===== src/rtl/tri_decomp_pkg.sv =====
// tri_decomp_pkg: shared FSM state encoding and default widths for the triangular decomposer
package tri_decomp_pkg;
  localparam int TW_DEF = 12;
  localparam int NW_DEF = 7;
  typedef enum logic [1:0] {IDLE = 2'd0, LOAD = 2'd1, SUB = 2'd2, DONE = 2'd3} state_t;
endpackage


===== src/rtl/tri_decomp_if.sv =====
// tri_decomp_if: request/result bundle; master drives start/target, slave returns status and results
interface tri_decomp_if import tri_decomp_pkg::*; #(parameter int TW = TW_DEF, parameter int NW = NW_DEF);
  logic          start;
  logic [TW-1:0] target;
  logic          ready;
  logic          busy;
  logic          done;
  logic [NW-1:0] n_out;
  logic [NW-1:0] rem_out;
  modport master (output start, target, input ready, busy, done, n_out, rem_out);
  modport slave  (input start, target, output ready, busy, done, n_out, rem_out);
endinterface


===== src/rtl/tri_decomp_dp.sv =====
// tri_decomp_dp: remainder/step/count registers with the unsigned subtractor and r >= b comparator
module tri_decomp_dp import tri_decomp_pkg::*; #(parameter int TW = TW_DEF, parameter int NW = NW_DEF) (
  input  logic          clk,
  input  logic          rst,
  input  logic          cap,
  input  logic          load,
  input  logic          step,
  input  logic [TW-1:0] target,
  output logic          cmp,
  output logic [NW-1:0] n,
  output logic [TW-1:0] r
);
  // one extra bit on b so the step after the largest n never wraps
  logic [NW:0]   b;
  logic [TW-1:0] b_ext;
  assign b_ext = TW'(b);
  assign cmp = r >= b_ext;
  always_ff @(posedge clk) begin
    if (rst) begin
      r <= '0;
      b <= '0;
      n <= '0;
    end else begin
      if (cap) r <= target;
      else if (step) r <= r - b_ext;
      if (load) begin
        b <= (NW+1)'(1);
        n <= '0;
      end else if (step) begin
        b <= b + 1'b1;
        n <= b[NW-1:0];
      end
    end
  end
endmodule


===== src/rtl/tri_decomp_ctrl.sv =====
// tri_decomp_ctrl: FSM finding the largest n with n(n+1)/2 <= target; TRI_DECOMP_DBG_EN exposes ps_out/ns_out
module tri_decomp_ctrl import tri_decomp_pkg::*; #(parameter int TW = TW_DEF, parameter int NW = NW_DEF) (
  input logic clk,
  input logic reset,
  tri_decomp_if.slave bus
`ifdef TRI_DECOMP_DBG_EN
  ,
  output logic [1:0] ps_out,
  output logic [1:0] ns_out
`endif
);
  state_t        state, ns;
  logic          cmp, cap, load, step, fin;
  logic [NW-1:0] n, n_q, rem_q;
  logic [TW-1:0] r;
  assign cap  = state == IDLE && bus.start;
  assign load = state == LOAD;
  assign step = state == SUB && cmp;
  assign fin  = state == SUB && !cmp;
  tri_decomp_dp #(.TW(TW), .NW(NW)) dp (
    .clk(clk), .rst(reset), .cap(cap), .load(load), .step(step),
    .target(bus.target), .cmp(cmp), .n(n), .r(r)
  );
  always_ff @(posedge clk) begin
    state <= reset ? IDLE : ns;
  end
  always_comb begin
    ns = state;
    ns = state == IDLE ? (bus.start ? LOAD : IDLE) :
         state == LOAD ? SUB :
         state == SUB  ? (cmp ? SUB : DONE) : IDLE;
  end
  // results land on the SUB exit edge so they are valid while done is high
  always_ff @(posedge clk) begin
    if (reset) begin
      n_q   <= '0;
      rem_q <= '0;
    end else if (fin) begin
      n_q   <= n;
      rem_q <= r[NW-1:0];
    end
  end
  assign bus.ready   = state == IDLE;
  assign bus.busy    = state == LOAD || state == SUB;
  assign bus.done    = state == DONE;
  assign bus.n_out   = n_q;
  assign bus.rem_out = rem_q;
`ifdef TRI_DECOMP_DBG_EN
  assign ps_out = state;
  assign ns_out = ns;
`endif
endmodule


===== src/flat_wrapper.sv =====
// flat-port wrapper written by rule: the top's interface ports become plain ports
module tri_decomp_ctrl_flat import tri_decomp_pkg::*;
#(parameter int TW = TW_DEF, parameter int NW = NW_DEF)
  (clk, reset, bus_start, bus_target, bus_ready, bus_busy, bus_done, bus_n_out, bus_rem_out);
  tri_decomp_if #(.TW(TW), .NW(NW)) bus_i ();
  input logic clk;
  input logic reset;
  input wire logic [$bits(bus_i.start)-1:0] bus_start;
  input wire logic [$bits(bus_i.target)-1:0] bus_target;
  output wire logic [$bits(bus_i.ready)-1:0] bus_ready;
  output wire logic [$bits(bus_i.busy)-1:0] bus_busy;
  output wire logic [$bits(bus_i.done)-1:0] bus_done;
  output wire logic [$bits(bus_i.n_out)-1:0] bus_n_out;
  output wire logic [$bits(bus_i.rem_out)-1:0] bus_rem_out;
  assign bus_i.start = bus_start;
  assign bus_i.target = bus_target;
  assign bus_ready = bus_i.ready;
  assign bus_busy = bus_i.busy;
  assign bus_done = bus_i.done;
  assign bus_n_out = bus_i.n_out;
  assign bus_rem_out = bus_i.rem_out;
  tri_decomp_ctrl #(.TW(TW), .NW(NW)) u_core (.clk(clk), .reset(reset), .bus(bus_i));
endmodule

===== config.mk =====
export PLATFORM = sky130hd
export DESIGN_NAME = tri_decomp_ctrl_flat
export DESIGN_NICKNAME = d
export VERILOG_FILES = /design/src/rtl/tri_decomp_pkg.sv /design/src/rtl/tri_decomp_if.sv /design/src/rtl/tri_decomp_dp.sv /design/src/rtl/tri_decomp_ctrl.sv /design/src/flat_wrapper.sv
export SDC_FILE = /design/constraint.sdc
export NUM_CORES = 1
export LEC_CHECK = 0
export ABC_AREA = 0
export BUFFER_PORTS_ARGS = -buffer_cell sky130_fd_sc_hd__buf_2
export CAP_MARGIN = 20
export CELL_PAD_IN_SITES_DETAIL_PLACEMENT = 0
export CELL_PAD_IN_SITES_GLOBAL_PLACEMENT = 1
export CORE_MARGIN = 4
export CORE_UTILIZATION = 45
export CTS_BUF_LIST = sky130_fd_sc_hd__clkbuf_4 sky130_fd_sc_hd__clkbuf_8
export CTS_CLUSTER_SIZE = 8
export DETAILED_ROUTE_END_ITERATION = 6
export PLACE_DENSITY_LB_ADDON = 0.1
export SETUP_SLACK_MARGIN = 0.3
export SYNTH_ARGS = -nofsm -noshare
export SYNTH_HDL_FRONTEND = slang
export SYNTH_SLANG_ARGS = --single-unit

===== constraint.sdc =====
create_clock -name clk -period 3.2 [get_ports clk]
set_input_delay 0.96 -clock clk [delete_from_list [all_inputs] [get_ports clk]]
set_output_delay 0.96 -clock clk [all_outputs]
set_load 0.1 [all_outputs]

# After elaboration in Yosys (flattened, before gate mapping)
# Cells that the tools add are included.
[op_classes]
add_sub_neg = 2
n_lt_le_gt_ge = 1
eq_ne = 3
n_mux = 9
reduce_logical = 9
[op_table]
columns = ["op", "n"]
rows = [
  ["$mux W12", 2],
  ["$ge A12 B8 Y1", 1],
  ["$sub A12 B8 Y12", 1],
  ["$add A8 B1 Y8 const B", 1],
  ["$mux W2", 3],
  ["$eq A2 B2 Y1 const B", 2],
  ["$mux W1", 4],
  ["$reduce_bool A2 Y1", 2],
  ["$logic_and A1 B1 Y1", 3],
  ["$eq A2 B1 Y1 const B", 1],
  ["$logic_not A2 Y1", 1],
  ["$reduce_or A2 Y1", 1],
  ["$logic_not A1 Y1", 1],
  ["$logic_or A1 B1 Y1", 1],
]
[totals]
regBits = 43
input_bits = 15
out_inout_bits = 17
word_cells = 31

# Logic depth before layout (Yosys ltp)
# Gate-level depths: netlist of run 1.
[depth]
ltp_word = 5
depth_mapped = 12

# Hierarchy
# A second synthesis of run 1 with hierarchy kept.
[unflattened]
cells_unflattened = 269
hier_area_um2 = 2254.7
[modules_own_cells]
columns = ["module", "n_inst", "cells_each", "area_per_inst_um2"]
rows = [
  ["tri_decomp_dp", 1, 193, 1629.1],
  ["tri_decomp_ctrl", 1, 76, 625.6],
]

# Least setup slack after synthesis of run 1
# Ideal clock, no wire load.
[synth_path]
kind = "flip-flop to flip-flop"
from = "register u_core.dp.r[0]"
to = "register u_core.dp.b[3]"
setup_time_ns = 0.070
arrival_ns = 2.291
setup_slack_ns = 0.838
path_stages_with_launch = 12
n_path_buf = 2
period_less_slack_ns = 2.362
cell_sequence = "dfxtp_1 inv_1 ha_1 fa_1 nand2b_2 a21oi_4 o21a_2 buf_6 o21ai_2 buf_6 or3_1 a21oi_1"
[synth_between]
elab_chain_cells = 2
[synth_lines]
columns = ["element", "line_no", "text"]
rows = [
  ["from (decl)", "tri_decomp_dp.sv:11", "output logic [TW-1:0] r"],
  ["from (signal assigned)", "tri_decomp_dp.sv:24", "if (cap) r <= target;"],
  ["from (signal assigned)", "tri_decomp_dp.sv:25", "else if (step) r <= r - b_ext;"],
  ["$ge A12 B8 Y1", "tri_decomp_dp.sv:17", "assign cmp = r >= b_ext;"],
  ["$logic_and A1 B1 Y1", "tri_decomp_ctrl.sv:18", "assign step = state == SUB && cmp;"],
  ["to (signal assigned)", "tri_decomp_dp.sv:27", "b <= (NW+1)'(1);"],
  ["to (signal assigned)", "tri_decomp_dp.sv:30", "b <= b + 1'b1;"],
  ["to (decl)", "tri_decomp_dp.sv:14", "logic [NW:0] b;"],
]
# No other way between the ends.
# A chain may end at the register's enable or synchronous reset.

# Final worst setup path of run 1
[layout_path]
from = "register u_core.dp.r[0]"
to = "register u_core.dp.r[2]"
[layout_between]
elab_chain_cells = 3
[layout_lines]
columns = ["element", "line_no"]
rows = [
  ["$sub A12 B8 Y12 or $ge A12 B8 Y1 (tied branches)", "tri_decomp_dp.sv:25, tri_decomp_dp.sv:17"],
  ["$mux W12 or $logic_and A1 B1 Y1 (tied branches)", "tri_decomp_dp.sv:25, tri_decomp_ctrl.sv:18"],
  ["$mux W12 or $reduce_bool A2 Y1 (tied branches)", "-"],
]
# Several ways; a longest one is shown, not always the timed one. The select of a mux whose other input is x is not followed.

==> results.py, run 1 <==
metrics = {
    "die": {
        "num_rows": 26,
        "die_area_sq_um": 6480,
        "start_util_pct": 46.3,
        "coreArea_sq_um": 5110,
        "die_y_microns": 80.5,
        "die_w_microns": 80.5,
        "pin_count": 32,
    },
    "finish": {
        "drive_above_1_share_pct": 19.1,
        "design_area_sq_um": 2650,
        "regArea_sq_um": 861,
        "nNetsFinal": 327,
        "fillers": 496,
        "num_antenna_cells": 0,
        "multi_input_area_sq_um": 1350,
        "area_growth_pct": 12.0,
    },
    "min_path": {
        "worstHoldEndpoint": "u_core.dp.n[3]",
        "hold_start": "u_core.dp.n[3]",
        "hold_depth": 2,
        "hp-class": "reg -> reg",
    },
    "pwr": {
        "seqPwrFrac_pct": 46.1,
        "clkPwrFrac_pct": 35.0,
        "swShare_pct": 28.9,
        "p_switching_mw": 0.353,
        "p_int_mw": 0.868,
        "peakVddDrop_mv": 0.230,
        "p_leak_nw": 1.00,
        "power_frac_comb_pct": 18.8,
        "pwr_density_cell_nw_per_um2": 461,
    },
    "logic_synthesis": {
        "ys.flop_type": "dfxtp_1",
        "syn_avg_cell_area_sq_um": 8.66,
        "synth_edf_count": 0,
        "syn_area_sq_um": 2360,
        "yosysTopAreaCellShare_pct": 36.4,
        "synth_area_leader_cell": "dfxtp_1",
        "synthTopCellsByArea": "dfxtp_1 (36%), mux2i_1 (7.2%), ha_1 (6.9%), nor2_1 (6.0%), nand2_1 (5.2%)",
        "seq_area_frac_synth_pct": 36.4,
        "syn_inst": 273,
        "synth_cell_type_count": 50,
        "synth-seq-cells": 43,
        "synth_common_cells": "dfxtp_1 (43), nor2_1 (38), nand2_1 (33), a21oi_1 (20), mux2i_1 (17)",
        "synthArstFlopShare_pct": 0,
        "postSynthNetCount": 302,
        "synth.most_common_cell": "dfxtp_1",
        "yosysWarnings": 0,
    },
    "clock_network": {
        "cts_hold_buffers": 0,
        "cts_tree": "built",
        "clock_path_buffers": 2,
        "numCtsBuffers": 5,
        "clk_pin_slew_worst_paths_ns": 0.09,
        "numClockSinks": 43,
        "htreeDepth": 2,
        "clock-root-buffer": "clkbuf_8",
        "worstSkewPairLatency_ns": 0.30,
    },
    "global_route": {
        "grt_pass1_vias": 1886,
        "grt_max_degree": 22,
        "antenna_found_initial": 0,
        "grt_use_total_pct": 17.9,
        "grt_pass1_wl_mm": 9.07,
        "overflow": 0,
    },
    "timing": {
        "max_freq_mhz": 375,
        "skew_ns": 0.00965,
        "post-route-period-util_pct": 83.3,
        "finalCriticalPeriod_ns": 2.67,
        "final.setup.tns_ns": 0,
        "hold_violations": 0,
        "slew_headroom_pct": 61.9,
        "drv_slew": 0,
        "setup_viol": 0,
        "rsz0062_at_grt": "yes",
        "tightest_slew_ns": 0.569,
    },
    "critical_path": {
        "cp.arrival_ns": 2.83,
        "worst-endpoint-required_ns": 3.36,
        "worst-path-buf-inv": 1,
        "r2r-end": "u_core.dp.r[2]",
        "path_common_cell": "o21a_2",
        "start_kind": "register",
        "crit_chain": "inv_1 -> ha_1 -> fa_1 -> nand2b_2 -> a21oi_4 -> o21a_2 -> o21a_2 -> mux2i_1 -> a211oi_1",
        "reg2reg_depth": 9,
        "end_kind": "register",
        "critPathTopFamily": "compound AO/OA/AOI/OAI gates",
        "reg2reg_from": "u_core.dp.r[0]",
        "cp_slowest_stage_delay_ns": 0.40,
        "path_max_fanout": 15,
        "path_class": "reg -> reg",
        "crit_slowest_cell": "fa_1",
        "r2r_slack_ns": 0.53,
    },
    "route": {
        "routedWlPerCell_microns": 14.1,
        "first_iter_violations": 107,
        "ant_nets": 0,
        "via_count": 1943,
        "post_drt_via_cell_ratio": 5.27,
        "drc_errors": 0,
        "wl_mm": 5.19,
        "drt_pre_antenna_iters": 4,
    },
    "flow_run": {
        "drv_cap": 0,
    },
    "run_status": {
        "status": "complete, no violations",
    },
    "placement": {
        "place_area_sq_um": 2530,
        "globalplace.congestion": 0.827,
        "port_buffers": 31,
        "dp_hpwl_mm": 3.77,
    },
}
==> cell usage in the layout (no fill, tap or decap), types with 2 or more instances in the layout <==
| cell | instances |
|---|---|
| o21a_2 | 2 |
| or3_1 | 3 |
| nand3b_1 | 2 |
| dfxtp_1 | 43 |
| a311oi_1 | 3 |
| a211oi_1 | 7 |
| clkbuf_8 | 5 |
| nor3b_1 | 2 |
| a21oi_1 | 20 |
| xor2_1 | 5 |
| xnor2_1 | 6 |
| o211ai_1 | 5 |
| o21ai_1 | 2 |
| nor2_2 | 2 |
| nand2_1 | 33 |
| nor3_1 | 3 |
| nor2_1 | 38 |
| mux2i_1 | 17 |
| nand3_1 | 6 |
| buf_4 | 3 |
| or2_2 | 2 |
| buf_2 | 31 |
| ha_1 | 13 |
| o221ai_1 | 3 |
| inv_1 | 16 |
| nand2b_1 | 2 |
==> power groups by stage <==
stage,combinational [mW],sequential (mW),clock [mW]
floorplan,0.191,0.573,0
global placement,0.227,0.576,0
detailed placement,0.227,0.576,0
CTS,0.229,0.564,0.444
global route,0.257,0.566,0.464
finish,0.230,0.564,0.428
==> flip-flops by register name, indices dropped and copies added (netlist names) <==
| signal | count |
|---|---|
| u_core.dp.r | 12 |
| u_core.dp.b | 8 |
| u_core.bus.n_out | 7 |
| u_core.bus.rem_out | 7 |
| u_core.dp.n | 7 |
| u_core.state | 2 |
==> tightest hold or removal path, delay by kind of cell (launching register included) <==
| kind | cells | cell delay, ns |
|---|---|---|
| DFF | 1 | 0.32 |
| and+or+nand+nor | 1 | 0.05 |
| AOI/OAI and AO/OA | 1 | 0.05 |
==> final cells by class <==
| class | instances | area share (%) |
|---|---|---|
| Multi-Input combinational cell | 198 | 51.0 |
| Sequential cell | 43 | 32.5 |
| Timing Repair Buffer | 34 | 6.71 |
| Tap cell | 70 | 3.31 |
| Clock buffer | 5 | 2.60 |
| Inverter | 16 | 2.27 |
| Clock inverter | 3 | 1.65 |
==> layer usage <==
layer  track usage, %  vias to the layer above  share of wire (%)
met5                0                        -                  0
met4             7.43                        0                2.2
met3             3.59                       10                3.7
met2             26.7                       39                 43
met1             25.0                      892                 51
li1                 -                     1002                  -
==> worst max-delay path by stage <==
stage / to / from / depth (start not counted) / slack, ns
2_1_floorplan: u_core.dp.b[3] / u_core.dp.r[0] / 11 / 0.84
3_5_place_dp: u_core.dp.r[6] / u_core.dp.b[5] / 8 / 0.39
6_report: u_core.dp.r[2] / u_core.dp.r[0] / 9 / 0.53
3_3_place_gp: u_core.dp.r[6] / u_core.dp.b[5] / 8 / 0.52
4_1_cts: u_core.dp.r[6] / u_core.dp.b[5] / 8 / 0.38
5_1_grt: u_core.dp.r[4] / u_core.dp.r[0] / 9 / 0.28
==> cells by family (layout without fill, tap and decap cells) <==
group,Yosys count,in the layout,share of synthesized area [%]
buf+inv,32,58,6.82
simple gates,99,99,19.3
flops,43,43,36.4
mux,18,18,7.67
xor+xnor,11,11,4.07
compound gates,56,56,18.0
fa+ha+maj,14,14,7.73
==> timing repair <==
action | 4_1_cts | 5_1_grt
endpoints found under the setup margin | 0 | 7
gates resized for setup | 0 | 1
setup buffers | 0 | 0
==> metrics by stage <==
step / cells / utilization (%) / power [mW] / worst slack (ns) / hold slack [ns]
floorplan: 273 / - / 0.763 / 0.838 / 0.436
global placement: 361 / 49.5 / 0.802 / 0.519 / 0.449
detailed placement: 361 / 49.5 / 0.803 / 0.394 / 0.448
CTS: 369 / 51.7 / 1.24 / 0.378 / 0.461
global route: 369 / 51.9 / 1.29 / 0.283 / 0.480
finish: 369 / 51.9 / 1.22 / 0.534 / 0.462
Note: power is estimated with default switching activity, not from simulation.
==> run 2: changes to the inputs <==
--- a/config.mk
+++ b/config.mk
@@ -11,7 +11,7 @@
 export CELL_PAD_IN_SITES_DETAIL_PLACEMENT = 0
 export CELL_PAD_IN_SITES_GLOBAL_PLACEMENT = 1
 export CORE_MARGIN = 4
-export CORE_UTILIZATION = 45
+export CORE_UTILIZATION = 40
 export CTS_BUF_LIST = sky130_fd_sc_hd__clkbuf_4 sky130_fd_sc_hd__clkbuf_8
 export CTS_CLUSTER_SIZE = 8
 export DETAILED_ROUTE_END_ITERATION = 6
==> constraint.sdc (replaced) <==
create_clock -name clk -period 2.4 [get_ports clk]
set_input_delay 0.72 -clock clk [delete_from_list [all_inputs] [get_ports clk]]
set_output_delay 0.72 -clock clk [all_outputs]
set_load 0.1 [all_outputs]
==> results.py, run 2 (synthesis gave the netlist of run 1 again) <==
metrics = {
    "global_route": {
        "grt_use_total_pct": 16.1,
        "grt_max_degree": 17,
        "overflow": 0,
        "antenna_found_initial": 0,
        "grt_pass1_vias": 1965,
        "grt_pass1_wl_mm": 9.23,
    },
    "timing": {
        "drv_slew": 0,
        "hold_violations": 0,
        "skew_ns": 0.00993,
        "tightest_slew_ns": 0.485,
        "post-route-period-util_pct": 88.1,
        "slew_headroom_pct": 67.4,
        "setup_viol": 0,
        "final.setup.tns_ns": 0,
        "hold_ws_ns": 0.459,
        "finalCriticalPeriod_ns": 2.11,
        "max_freq_mhz": 473,
        "rsz0062_at_grt": "yes",
    },
    "die": {
        "start_util_pct": 42.2,
        "num_rows": 27,
        "pin_count": 32,
        "die_y_microns": 84.9,
        "die_area_sq_um": 7210,
        "coreArea_sq_um": 5610,
        "die_w_microns": 84.9,
    },
    "finish": {
        "largest_register": "u_core.dp.r",
        "layout_commonest_cell": "nor2_1",
        "design_area_sq_um": 2990,
        "nNetsFinal": 353,
        "area_growth_pct": 26.4,
        "drive_above_1_share_pct": 32.0,
        "final_util_pct": 53.3,
        "num_antenna_cells": 0,
        "largest_register_ffs": 12,
        "layout_common_cells": "nor2_1 (38), dfxtp_1 (37), nand2_1 (30)",
        "top_regs": "u_core.dp.r x12, u_core.dp.b x8",
    },
    "placement": {
        "globalplace.congestion": 0.780,
        "port_buffers": 31,
        "dp_hpwl_mm": 4.07,
        "place_area_sq_um": 2720,
    },
    "clock_network": {
        "clock_path_buffers": 2,
        "cts_tree": "built",
        "numCtsBuffers": 5,
        "clk_pin_slew_worst_paths_ns": 0.08,
        "numClockSinks": 43,
        "worstSkewPairLatency_ns": 0.30,
        "htreeDepth": 2,
        "cts_hold_buffers": 0,
        "clock-root-buffer": "clkbuf_8",
    },
    "critical_path": {
        "worst-endpoint-required_ns": 2.57,
        "end_kind": "register",
        "crit_slowest_cell": "dfxtp_2",
        "cp_slowest_stage_delay_ns": 0.34,
        "path_class": "reg -> reg",
        "crit_chain": "inv_2 -> ha_4 -> fa_2 -> nand2b_4 -> a21oi_4 -> o21a_2 -> buf_6 -> o21a_4 -> mux2i_1 -> a211oi_1",
        "cp.arrival_ns": 2.28,
        "start_kind": "register",
        "path_max_fanout": 8,
    },
    "flow_run": {
        "drv_cap": 0,
    },
    "route": {
        "drc_errors": 0,
        "drt_pre_antenna_iters": 4,
        "post_drt_via_cell_ratio": 5.07,
        "ant_nets": 0,
        "via_count": 2014,
        "wl_mm": 5.61,
        "routedWlPerCell_microns": 14.1,
        "first_iter_violations": 86,
    },
    "pwr": {
        "pwr_density_cell_nw_per_um2": 538,
        "peakVddDrop_mv": 0.246,
        "p_leak_nw": 1.15,
    },
    "run_status": {
        "status": "complete, no violations",
    },
    "min_path": {
        "hp-class": "reg -> reg",
    },
}
run 2: path summary, 6_finish.rpt:
kind                                     start        endpoint  slack [ns]  cells after the start
worst max-delay path            u_core.dp.r[0]  u_core.dp.r[4]        0.29                     10
worst max register to register  u_core.dp.r[0]  u_core.dp.r[4]        0.29                     10
worst min-delay path            u_core.dp.n[4]  u_core.dp.n[4]        0.46                      2
worst min register to register  u_core.dp.n[4]  u_core.dp.n[4]        0.46                      2
run 2: where the power goes:
part           internal (mW)  switching (mW)
clock                  0.215           0.259
sequential             0.732          0.0199
combinational          0.170           0.212
total                   1.12           0.491
run 2: area by class of cell:
class	instances	area [sq um]
Tap cell	72	90.1
Clock buffer	6	76.3
Clock inverter	2	12.5
Multi-Input combinational cell	198	1450
Inverter	16	60.1
Sequential cell	43	871
Timing Repair Buffer	60	430
Fill cell	536	2620
run 2: critical path, delay by kind of cell (launching register included):
kind,cells,cell delay (ns)
buf+inv,2,0.17
flops,1,0.34
fa+ha+maj,2,0.49
simple gates,1,0.16
compound gates,4,0.62
mux,1,0.21
run 2: through the flow:
| stage | cells | power [mW] | setup WS, ns |
|---|---|---|---|
| detailed placement | 376 | 1.12 | 0.167 |
| global placement | 376 | 1.11 | 0.207 |
| floorplan | 273 | 1.04 | 0.206 |
| finish | 397 | 1.61 | 0.286 |
| CTS | 393 | 1.61 | 0.266 |
| global route | 397 | 1.70 | 0.189 |
run 2: what timing repair did:
| action | 4_1_cts | 5_1_grt |
|---|---|---|
| gates resized for setup | 9 | 10 |
| setup buffers | 9 | 4 |
| pin swaps | 10 | 8 |
| endpoints found under the setup margin | 38 | 43 |
run 2: per-layer routing:
metal  track usage [%]  up-vias  share of wire (%)
li1                  -     1045                  -
met1              22.6      930                 51
met2              25.0       32                 44
met3              3.30        7                3.2
met4              4.75        0                1.3
met5                 0        -                  0
